**config.mk**
```make
export PLATFORM = sky130hd
export DESIGN_NAME = f_fetch_ctrl_flat
export DESIGN_NICKNAME = d
export VERILOG_FILES = /design/src/rtl/f_fetch_ctrl_if.sv /design/src/rtl/f_fetch_ctrl.sv /design/src/flat_wrapper.sv
export SDC_FILE = /design/constraint.sdc
export NUM_CORES = 1
export LEC_CHECK = 0
export CORE_MARGIN = 2
export CORE_UTILIZATION = 42
export CTS_CLUSTER_DIAMETER = 200
export DETAILED_ROUTE_END_ITERATION = 7
export DONT_BUFFER_PORTS = 1
export GPL_TIMING_DRIVEN = 0
export PLACE_DENSITY = 0.54
export SYNTH_ARGS = -nofsm -noshare
export SYNTH_HDL_FRONTEND = slang
export SYNTH_SLANG_ARGS = --single-unit
```
**constraint.sdc**
```tcl
create_clock -name clk -period 5.3 [get_ports clk]
set_input_delay 0.53 -clock clk [delete_from_list [all_inputs] [get_ports clk]]
set_output_delay 0.53 -clock clk [all_outputs]
set_load 0.02 [all_outputs]
```
**src/rtl/f_fetch_ctrl_if.sv**
```systemverilog
// Fetch-stage bundle: NPC/hazard/CP0 controls, instruction-memory handshake,
// and the F-stage result handed to the F/D pipeline register.
interface f_fetch_ctrl_if;
  logic [31:0] npc;
  logic        d_stall;
  logic        exc_req;
  logic        eret_req;
  logic [31:0] epc;
  logic        imem_req;
  logic [31:0] imem_addr;
  logic        imem_ready;
  logic [31:0] imem_rdata;
  logic [31:0] f_pc;
  logic [31:0] f_instr;
  logic        f_valid;
  logic        f_exc_adel;

  modport master (
    input  npc, d_stall, exc_req, eret_req, epc, imem_ready, imem_rdata,
    output imem_req, imem_addr, f_pc, f_instr, f_valid, f_exc_adel
  );

  modport slave (
    output npc, d_stall, exc_req, eret_req, epc, imem_ready, imem_rdata,
    input  imem_req, imem_addr, f_pc, f_instr, f_valid, f_exc_adel
  );
endinterface

```
**src/rtl/f_fetch_ctrl.sv**
```systemverilog
// F-stage sequencer: owns the PC, issues instruction-memory requests, holds the
// fetched word under D stalls and drains in-flight fetches after a redirect.
module f_fetch_ctrl #(
  parameter logic [31:0] RESET_PC  = 32'h0000_3000,
  parameter logic [31:0] EXC_ENTRY = 32'h0000_4180,
  parameter logic [31:0] IMEM_LO   = 32'h0000_3000,
  parameter logic [31:0] IMEM_HI   = 32'h0000_6FFC
) (
  input  logic            clk,
  input  logic            reset,
  f_fetch_ctrl_if.master  fb
);

  typedef enum logic [1:0] {FETCH, VALID, DROP} state_e;

  state_e      state_q, state_d;
  logic [31:0] pc_q, pc_d;
  logic [31:0] ibuf_q, ibuf_d;
  logic        adel_q, adel_d;
  logic [31:0] drop_q, drop_d;

  logic        redirect, bad, complete;
  logic [31:0] target;
  logic        req, fv, fa;
  logic [31:0] addr, fi;

  assign redirect = fb.exc_req | fb.eret_req;
  assign target   = fb.exc_req ? EXC_ENTRY : fb.epc;
  assign bad      = (pc_q[1:0] != 2'b00) || (pc_q < IMEM_LO) || (pc_q > IMEM_HI);

  always_ff @(posedge clk or posedge reset) begin
    if (reset) begin
      state_q <= FETCH;
      pc_q    <= RESET_PC;
      ibuf_q  <= '0;
      adel_q  <= 1'b0;
      drop_q  <= '0;
    end else begin
      state_q <= state_d;
      pc_q    <= pc_d;
      ibuf_q  <= ibuf_d;
      adel_q  <= adel_d;
      drop_q  <= drop_d;
    end
  end

  always_comb begin
    state_d  = state_q;
    pc_d     = pc_q;
    ibuf_d   = ibuf_q;
    adel_d   = adel_q;
    drop_d   = drop_q;
    req      = 1'b0;
    addr     = '0;
    fv       = 1'b0;
    fi       = '0;
    fa       = 1'b0;
    complete = 1'b0;

    case (state_q)
      FETCH: begin
        // An illegal PC never reaches memory; it completes at once as a nop.
        if (bad) begin
          fv       = 1'b1;
          fa       = 1'b1;
          complete = 1'b1;
        end else begin
          req      = 1'b1;
          addr     = pc_q;
          fv       = fb.imem_ready;
          fi       = fb.imem_rdata;
          complete = fb.imem_ready;
        end
        if (redirect && !complete) begin
          drop_d  = pc_q;
          pc_d    = target;
          state_d = DROP;
        end else if (redirect) begin
          pc_d = target;
        end else if (fv && !fb.d_stall) begin
          pc_d = fb.npc;
        end else if (complete) begin
          ibuf_d  = fi;
          adel_d  = bad;
          state_d = VALID;
        end
      end
      VALID: begin
        fv = 1'b1;
        fi = ibuf_q;
        fa = adel_q;
        if (redirect) begin
          pc_d    = target;
          state_d = FETCH;
        end else if (!fb.d_stall) begin
          pc_d    = fb.npc;
          state_d = FETCH;
        end
      end
      DROP: begin
        // Keep the abandoned request on the bus until memory retires it.
        req  = 1'b1;
        addr = drop_q;
        if (redirect) pc_d = target;
        if (fb.imem_ready) state_d = FETCH;
      end
      default: state_d = FETCH;
    endcase

    if (reset) begin
      req  = 1'b0;
      addr = '0;
      fv   = 1'b0;
      fi   = '0;
      fa   = 1'b0;
    end
  end

  assign fb.imem_req   = req;
  assign fb.imem_addr  = addr;
  assign fb.f_valid    = fv;
  assign fb.f_instr    = fi;
  assign fb.f_exc_adel = fa;
  assign fb.f_pc       = reset ? RESET_PC : pc_q;

endmodule

```
**src/flat_wrapper.sv**
```systemverilog
// flat-port wrapper written by rule: the top's interface ports become plain ports
module f_fetch_ctrl_flat 
#(
  parameter logic [31:0] RESET_PC  = 32'h0000_3000,
  parameter logic [31:0] EXC_ENTRY = 32'h0000_4180,
  parameter logic [31:0] IMEM_LO   = 32'h0000_3000,
  parameter logic [31:0] IMEM_HI   = 32'h0000_6FFC
)
  (clk, reset, fb_npc, fb_d_stall, fb_exc_req, fb_eret_req, fb_epc, fb_imem_ready, fb_imem_rdata, fb_imem_req, fb_imem_addr, fb_f_pc, fb_f_instr, fb_f_valid, fb_f_exc_adel);
  f_fetch_ctrl_if fb_i ();
  input  logic clk;
  input  logic reset;
  input wire logic [$bits(fb_i.npc)-1:0] fb_npc;
  input wire logic [$bits(fb_i.d_stall)-1:0] fb_d_stall;
  input wire logic [$bits(fb_i.exc_req)-1:0] fb_exc_req;
  input wire logic [$bits(fb_i.eret_req)-1:0] fb_eret_req;
  input wire logic [$bits(fb_i.epc)-1:0] fb_epc;
  input wire logic [$bits(fb_i.imem_ready)-1:0] fb_imem_ready;
  input wire logic [$bits(fb_i.imem_rdata)-1:0] fb_imem_rdata;
  output wire logic [$bits(fb_i.imem_req)-1:0] fb_imem_req;
  output wire logic [$bits(fb_i.imem_addr)-1:0] fb_imem_addr;
  output wire logic [$bits(fb_i.f_pc)-1:0] fb_f_pc;
  output wire logic [$bits(fb_i.f_instr)-1:0] fb_f_instr;
  output wire logic [$bits(fb_i.f_valid)-1:0] fb_f_valid;
  output wire logic [$bits(fb_i.f_exc_adel)-1:0] fb_f_exc_adel;
  assign fb_i.npc = fb_npc;
  assign fb_i.d_stall = fb_d_stall;
  assign fb_i.exc_req = fb_exc_req;
  assign fb_i.eret_req = fb_eret_req;
  assign fb_i.epc = fb_epc;
  assign fb_i.imem_ready = fb_imem_ready;
  assign fb_i.imem_rdata = fb_imem_rdata;
  assign fb_imem_req = fb_i.imem_req;
  assign fb_imem_addr = fb_i.imem_addr;
  assign fb_f_pc = fb_i.f_pc;
  assign fb_f_instr = fb_i.f_instr;
  assign fb_f_valid = fb_i.f_valid;
  assign fb_f_exc_adel = fb_i.f_exc_adel;
  f_fetch_ctrl #(.RESET_PC(RESET_PC), .EXC_ENTRY(EXC_ENTRY), .IMEM_LO(IMEM_LO), .IMEM_HI(IMEM_HI)) u_core (.clk(clk), .reset(reset), .fb(fb_i));
endmodule
```
Yosys cells after proc, flatten, opt, wreduce, memory -nomap -nowiden
Index checks and enable logic that the tools add are counted.
Word-level totals
  register bits: 99
  input bits: 102
  output and inout bits: 99
  logic and storage cells: 66
Operators by class
  order comparisons: 2
  equal/unequal tests: 9
  muxes and demuxes: 33
  bitwise operators: 4
  reductions and logical operators: 13
Operators with widths (count)
  32-bit 2-to-1 mux: 12
  32-bit one-hot mux with 2 select lines: 2
  32-bit one-hot mux with 3 select lines: 1
  32-bit by 15-bit greater-than comparator with 1-bit output, second input constant: 1
  32-bit by 14-bit less-than comparator with 1-bit output, second input constant: 1
  2-bit 2-to-1 mux: 7
  5-bit AND reduction: 2
  1-bit 2-to-1 mux: 7
  3-bit by 2-bit != test with 1-bit output, second input constant: 2
  1-bit one-hot mux with 2 select lines: 3
  2-bit one-hot mux with 3 select lines: 1
  4-bit by 1-bit != test with 1-bit output, second input constant: 1
  4-bit AND reduction: 1
  3-bit by 1-bit != test with 1-bit output, second input constant: 1
  3-bit != test, second input constant: 1
  1-bit inverter: 3
  3-bit nonzero test: 1
  2-bit by 1-bit equality test with 1-bit output, second input constant: 1
  2-bit equality test, second input constant: 1
  1-bit logical AND: 2
  1-bit zero test: 2
  2-bit zero test: 1
  1-bit logical OR: 2
  2-bit by 1-bit != test with 1-bit output, second input constant: 1
  other kinds (4): 4

Logic depth before layout (Yosys ltp)
Gate-level depths: netlist of run 1.
  word-level depth: 10
  depth in mapped cells: 8
  mapped depth without buffers: 6

Worst setup path before layout of run 1
No wires, ideal clock.
  path type: input port to output port
  start: in reset
  end: out fb_imem_addr[10]
  arrival time: 3881 ps
  data required time: 4770 ps
  setup slack: 889 ps
  stages: 5
  buffers on the path: 1
  path through: inv_1 nand2_1 nor3_4 buf_2 a22o_1
On the way
  word-level cells in the longest chain between the ends: 1
RTL lines
  from (decl): line flat_wrapper.sv:12  | input logic reset;
  32-bit 2-to-1 mux: line f_fetch_ctrl.sv:110  | if (reset) begin
  to (decl): line flat_wrapper.sv:21  | output wire logic [$bits(fb_i.imem_addr)-1:0] fb_imem_addr;
Every way passes these cells.

Worst setup path after layout of run 1
  start: reg u_core.pc_q[15]
  end: out fb_imem_addr[12]
On the way
  word-level cells in the longest chain between the ends: 6
  elaborated cells on any way between the ends: 7
  those cells by class: 2 x order compare; 3 x mux; 2 x reduce/logical
RTL lines
  from (decl): line f_fetch_ctrl.sv:17  | logic [31:0] pc_q, pc_d;
  from (signal assigned): line f_fetch_ctrl.sv:40  | pc_q <= pc_d;
  32-bit by 14-bit less-than comparator with 1-bit output: line f_fetch_ctrl.sv:29  | assign bad = (pc_q[1:0] != 2'b00) || (pc_q < IMEM_LO) || (pc_q > IMEM_HI);
  1-bit logical OR: line f_fetch_ctrl.sv:29
  1-bit logical OR (*): line f_fetch_ctrl.sv:29
  32-bit 2-to-1 mux (*): line f_fetch_ctrl.sv:63  | if (bad) begin
  32-bit one-hot mux with 2 select lines (*): line f_fetch_ctrl.sv:60  | case (state_q)
  32-bit 2-to-1 mux (*): line f_fetch_ctrl.sv:110
Every way passes the cells marked *; elsewhere a longest branch is shown, timed or not.

==> results of run 1 <==
-- placed cells by master, fill, tap and decap left out, drive strengths merged --
cell	n
a2111oi	1
a21boi	1
a22o	77
a22oi	1
a311oi	3
and2	19
and3b	1
and4	1
buf	19
clkbuf	34
clkinv	2
clkinvlp	2
dfrtp	97
dfstp	2
ha	4
inv	37
mux2	41
mux2i	7
nand2	6
nand2b	2
nand3	32
nand4	1
nor2	11
nor2b	48
nor3	3
nor4	6
nor4b	1
o211ai	2
o21a	3
o21ai	3
o21bai	2
o311ai	3
o31a	2
o31ai	29
or2	3
-- flip-flops by register name, summed over array words and instances (netlist names) --
register	flops
u_core.ibuf_q	32
u_core.drop_q	32
u_core.adel_q	1
u_core.pc_q	32
u_core.state_q	2
-- cell type report --
class / count / area share
plain buffers: 40 / 0.0340
clock buffers: 12 / 0.0435
clock inverters: 4 / 0.00424
inverters: 37 / 0.0240
multi-input cells: 313 / 0.433
flip-flops and latches: 99 / 0.421
well taps: 172 / 0.0365
repair buffers: 1 / 0.00467
-- per-stage QoR --
stage | utilization | worst slack, ps | hold WS (ps)
floorplan | - | 889 | 450
global placement | 0.444 | -580 | 469
detailed placement | 0.447 | 2270 | 478
CTS | 0.469 | 1870 | 121
global route | 0.469 | 1820 | 150
finish | 0.469 | 1950 | 107
-- power by group --
group          switching (mW)  total [mW]  leakage [nW]  internal [mW]
Sequential             0.0816       0.935          1.33          0.853
Combinational           0.334       0.530          1.31          0.196
Clock                   0.274       0.617         0.135          0.342
Total                   0.690        2.08          2.78           1.39
-- layer usage --
metal	vias to the layer above	routed length, um	GRT usage
met5	-	0	0
met4	0	242	0.0682
met3	18	1030	0.0541
met2	144	6690	0.343
met1	1915	5840	0.262
li1	1798	-	-
-- critical path, stage by stage, from the launching register on --
cell and delay, ps:
dfrtp_1 430, nor4_2 410, nand3_2 330, nor3_4 590, buf_2 360, a22o_1 350
-- final timing paths --
path,startpoint,to,cells past startpoint
max in group asynchronous,reset,u_core.pc_q[13]$_DFFE_PP1P_,2
max reg2reg,u_core.state_q[0]$_DFFE_PP0P_,u_core.pc_q[16]$_DFFE_PP0P_,8
max,u_core.pc_q[15]$_DFFE_PP0P_,fb_imem_addr[12],5
min,reset,u_core.state_q[1]$_DFFE_PP0P_,1
min reg2reg,u_core.drop_q[6]$_DFFE_PP0P_,u_core.drop_q[6]$_DFFE_PP0P_,1
min in group clk,fb_imem_rdata[31],u_core.ibuf_q[31]$_DFFE_PP0P_,1
-- cell families after synthesis --
logic type / after synthesis / synth area share
AO/OA/AOI/OAI: 127 / 0.200
flip-flops: 99 / 0.462
AND/OR/NAND/NOR: 134 / 0.152
adder cells (fa/ha/maj): 4 / 0.00932
multiplexers: 48 / 0.113
buffers and inverters: 77 / 0.0632
==> run metrics, run 1 <==
HP Class=in2async; RSZ-0062 raised after global routing=no; vias in the first global route=3916; Ys Warns=0; # DRC=0; list of most frequent post-synthesis cells=97 x dfrtp_1, 77 x a22o_1, 48 x nor2b_1, 37 x inv_1, 31 x nand3_1; WS Path Type=reg2out; total I/O pin count=201; clk root buf=clkbuf_16; total design power=2.08 mW; sequential cell area=2480 sq um; Cells after Synth=489; final setup vio count=0; Max Cap Viol=0; DRT Pass-1 Iters=4; share of flip-flops with an asynchronous set or reset=1.00; largest net degree at the start of global routing=61; startpoint types=flop; worst reg2reg setup slack=2740 ps; # Post-CTS Setup Buffers=0; Layout area overhead=9.81%; H-tree depth=3; area occupied by multi-input gates=2550 sq um; Final Skew=5.07 ps; status=complete, no violations; CP Max Fanout=10; CTS resizes=0; die height=117 um; fin. max-slew vios=0; CTS max path bufs=2; I/O Buffers=0; final wirelength=13.8 mm; Worst-path clk slew=60 ps; initial antenna violation count=0; Arrival @ worst endpoint=2820 ps; #FFs+latches synth=99; # clock sinks=99; layout net count=607; ranking of synthesized cells by area=dfrtp_1 45%, a22o_1 13%, mux2_4 5.6%, nor2b_1 5.6%, o31ai_1 4.1%; DP Cell Count=662; mean area per synthesized cell=11.0 sq um; Routability Congestion=0.803; worst skew pair latency=340 ps; CP endpoint kind=output port; Leak=2.78 nW; cts bufs inserted=9; Worst VDD drop=0.169 mV; Period Utilization, post-route=0.633; CP required=4770 ps; Routed Antenna Nets=0; Pwr Density=353 nW/um^2; fin cells=678; area of the die=13700 sq um; Vias=3875; fillers=1217; # diodes=0; Routed WL per cell=20.3 um; Design Area, Final=5900 sq um; Netlist cell types=44; Top FF cell, synth=dfrtp_1; Area after DPL=5610 sq um; Post-synth EDFFs=0; Fin. Hold Viols=0; post-DP HPWL=10.5 mm; first-pass GRT wire length=21.2 mm; Tot GR Track Use=0.206; # rows=41; worst rel slew slack=0.491; CTS tree=yes; Core Area=12600 sq um; GRT Residual Overflow=0; DR iter-0 viols=206; post-synth top area share=0.452; f_max=298 MHz; vias per cell=5.72; worst-margin pin slew=755 ps; Post-Synthesis Cell Area=5370 sq um; Tmin final=3350 ps; CTS Hold Bufs=0; cell with the most instances after synthesis=dfrtp_1; area leader, netlist=dfrtp_1; Die X=117 um; share of the yosys chip area belonging to registers=0.462; initial core utilization=0.427; share of layout cells above drive strength 1=0.146; post-synthesis net count=595; Setup TNS Final=0 ps
Power figures use the tool's default switching activity.
==> inputs of run 2 (changes only) <==
- clock period: 5.3 -> 3.28 ns (I/O delays scaled with it)
==> run 2 against run 1 <==
  * First-iteration DRC count decreased by 12%
  * Clock power is 110% higher
  * Sequential share of layout area fell by 0.89 points
  * Setup slack lost 1500 ps
  * Flip-flop and latch count unchanged
  * Worst hold slack gained 7.9 ps
  * Utilization increased by 1.0 points
  * Cell count grew 0.74%
  * Non-clock buffer count grew 4
  * Design area up 2.2%
  * Critical path depth is the same
  * Clock skew is essentially flat
==> run metrics, run 2 (synthesis gave the netlist of run 1 again) <==
Design Area, Final=6020 sq um (+2.2%); most frequent cells in the layout=97 x dfrtp_1, 77 x a22o_1, 48 x nor2b_1; Worst-path clk slew=70 ps (about the same); sequential cell area=2480 sq um (unchanged); Core Area=12600 sq um (unchanged); worst-margin pin slew=775 ps (+19.6 ps); Register-to-Register Path Depth=8 (unchanged); RSZ-0062 raised after global routing=no; CTS tree=yes; # diodes=0 (unchanged); DRT Pass-1 Iters=4 (unchanged); H-tree depth=3 (unchanged); # DRC=0 (unchanged); Pwr Density=607 nW/um^2 (+72%); initial antenna violation count=0 (unchanged); CP required=2950 ps (-1820 ps); Sw Share=0.311 (-0.0203); post-DP HPWL=10.5 mm (about the same); Fin. Hold Viols=0 (unchanged); area occupied by multi-input gates=2550 sq um (unchanged); fin. max-slew vios=0 (unchanged); CTS max path bufs=2 (unchanged); largest registers=u_core.drop_q x32, u_core.ibuf_q x32, u_core.pc_q x32; final wirelength=14.0 mm (+1.2%); Vias=3940 (+1.7%); clk root buf=clkbuf_16; share of layout cells above drive strength 1=0.155 (+0.00835); DR iter-0 viols=181 (-12%); area of the die=13700 sq um (unchanged); vias in the first global route=3837 (-2.0%); Leak=2.83 nW (+1.9%); cell family with most CP delay=buffers and inverters; max incr delay on CP=470 ps (-120 ps); Die X=117 um (unchanged); Sequential Power Share=0.413 (-0.036); Area after DPL=5630 sq um (+0.25%); Arrival @ worst endpoint=2530 ps (-290 ps); Clk pwr share=0.352 (+0.056); WP buf/inv=2 (+1); GRT Residual Overflow=0 (unchanged); largest net degree at the start of global routing=38 (-38%); CTS resizes=0 (unchanged); final setup vio count=0 (unchanged); Period Utilization, post-route=0.873; worst rel slew slack=0.478 (-0.0132); cts bufs inserted=9 (unchanged); CP endpoint kind=output port; first-pass GRT wire length=21.2 mm (-0.16%); HP Class=in2reg; Routed Antenna Nets=0 (unchanged); Final Skew=4.79 ps (-0.280 ps); Tmin final=2860 ps; die height=117 um (unchanged); Gate power share=0.235 (-0.020); Layout area overhead=12.2%; Tot GR Track Use=0.206 (about the same); switching power=1.14 mW (+65%); total I/O pin count=201 (unchanged); routed wl met3=1.04 mm (+1.4%); Worst VDD drop=0.265 mV (+57%); worst-path cell chain=inv_1 > ha_1 > nor2b_1 > clkbuf_1 > a22o_1; WS Path Type=reg2out; Hold Path Depth=1; layout net count=612 (+0.82%); f_max=349 MHz; startpoint types=flop; Routed WL per cell=20.4 um (+0.46%); initial core utilization=0.427 (unchanged); total design power=3.66 mW (+76%); CP Max Fanout=10 (unchanged); vias per cell=5.77 (+0.93%); I/O Buffers=0 (unchanged); Highest Signal Layer=met4; status=complete, no violations; metal2 WL=6.69 mm (about the same); instance count on the critical path=5 (unchanged); # rows=41 (unchanged); worst skew pair latency=350 ps (about the same); # clock sinks=99 (unchanged); leading cell type in the layout, fill and taps excluded=dfrtp_1; fillers=1213 (-0.33%); Int Pwr=2.52 mW (+81%); M1 WL=5.96 mm (+2.1%); Max Cap Viol=0 (unchanged); Routability Congestion=0.795 (-1.0%); Worst path slowest cell=nor2b_1
-- run 2: cell count changes in the layout (fill, tap and decap cells not counted), sizes merged --
| cell | delta |
|---|---|
| clkinvlp | +2 |
| buf | +3 |
| bufinv | +4 |
| clkinv | -1 |
| clkbuf | -3 |
| inv | -1 |
| dlygate4sd3 | +1 |
-- run 2: area by class of cell --
cell class | instances | area share
Timing Repair Buffer | 5 | 0.0108
Clock buffer | 9 | 0.0374
Clock inverter | 7 | 0.0233
Tap cell | 172 | 0.0357
Sequential cell | 99 | 0.412
Inverter | 37 | 0.0237
Buffer | 40 | 0.0332
Timing Repair inverter | 1 | 0.000831
Multi-Input combinational cell | 313 | 0.423
-- run 2: through the flow --
stage	std cells	setup WS [ps]	hold WS, ps	utilization	TNS [ps]
2_1_floorplan	489	240	450	-	0
3_3_place_gp	661	-639	469	0.445	-25160
3_5_place_dp	663	430	326	0.448	0
4_1_cts	680	38.2	101	0.478	0
5_1_grt	683	237	101	0.479	0
6_report	683	418	115	0.479	0
-- run 2: path summary, 6_finish.rpt --
kind                                                     from                       endpoint  slack, ps
min in group asynchronous                               reset  u_core.ibuf_q[31]$_DFFE_PP0P_        560
worst min-delay path                        fb_imem_rdata[13]  u_core.ibuf_q[13]$_DFFE_PP0P_        110
worst max-delay path            u_core.state_q[0]$_DFFE_PP0P_               fb_imem_addr[13]        420
worst max register to register  u_core.state_q[0]$_DFFE_PP0P_    u_core.pc_q[16]$_DFFE_PP0P_        680
max in group asynchronous                               reset  u_core.ibuf_q[11]$_DFFE_PP0P_       1980
worst min register to register   u_core.drop_q[2]$_DFFE_PP0P_   u_core.drop_q[2]$_DFFE_PP0P_        490
-- run 2: power by group through the flow --
stage          registers (mW)  logic, mW  clock network (mW)
3_5_place_dp             1.53      0.865                   0
5_1_grt                  1.54      0.945                1.36
3_3_place_gp             1.53      0.846                   0
6_report                 1.51      0.860                1.29
2_1_floorplan            1.49      0.689                   0
4_1_cts                  1.51      0.869                1.31
-- run 2: worst register-to-register path, stage by stage, from the launching register on --
cell	delay [ps]
dfrtp_1	420
inv_1	80
ha_1	400
nand2b_1	140
a22oi_1	270
buf_2	270
clkbuf_1	440
o31ai_1	150
mux2_1	310
-- run 2: timing repair --
action                     CTS  global route
setup endpoints to repair    0            40
hold buffers                 1             0
buffers inserted             0             2
hold endpoints to repair    27             0
-- run 2: layer usage --
layer | global-route usage | vias up
met1 | 0.267 | 1955
met5 | 0 | -
met2 | 0.329 | 153
met3 | 0.0551 | 17
li1 | - | 1815
met4 | 0.0816 | 0
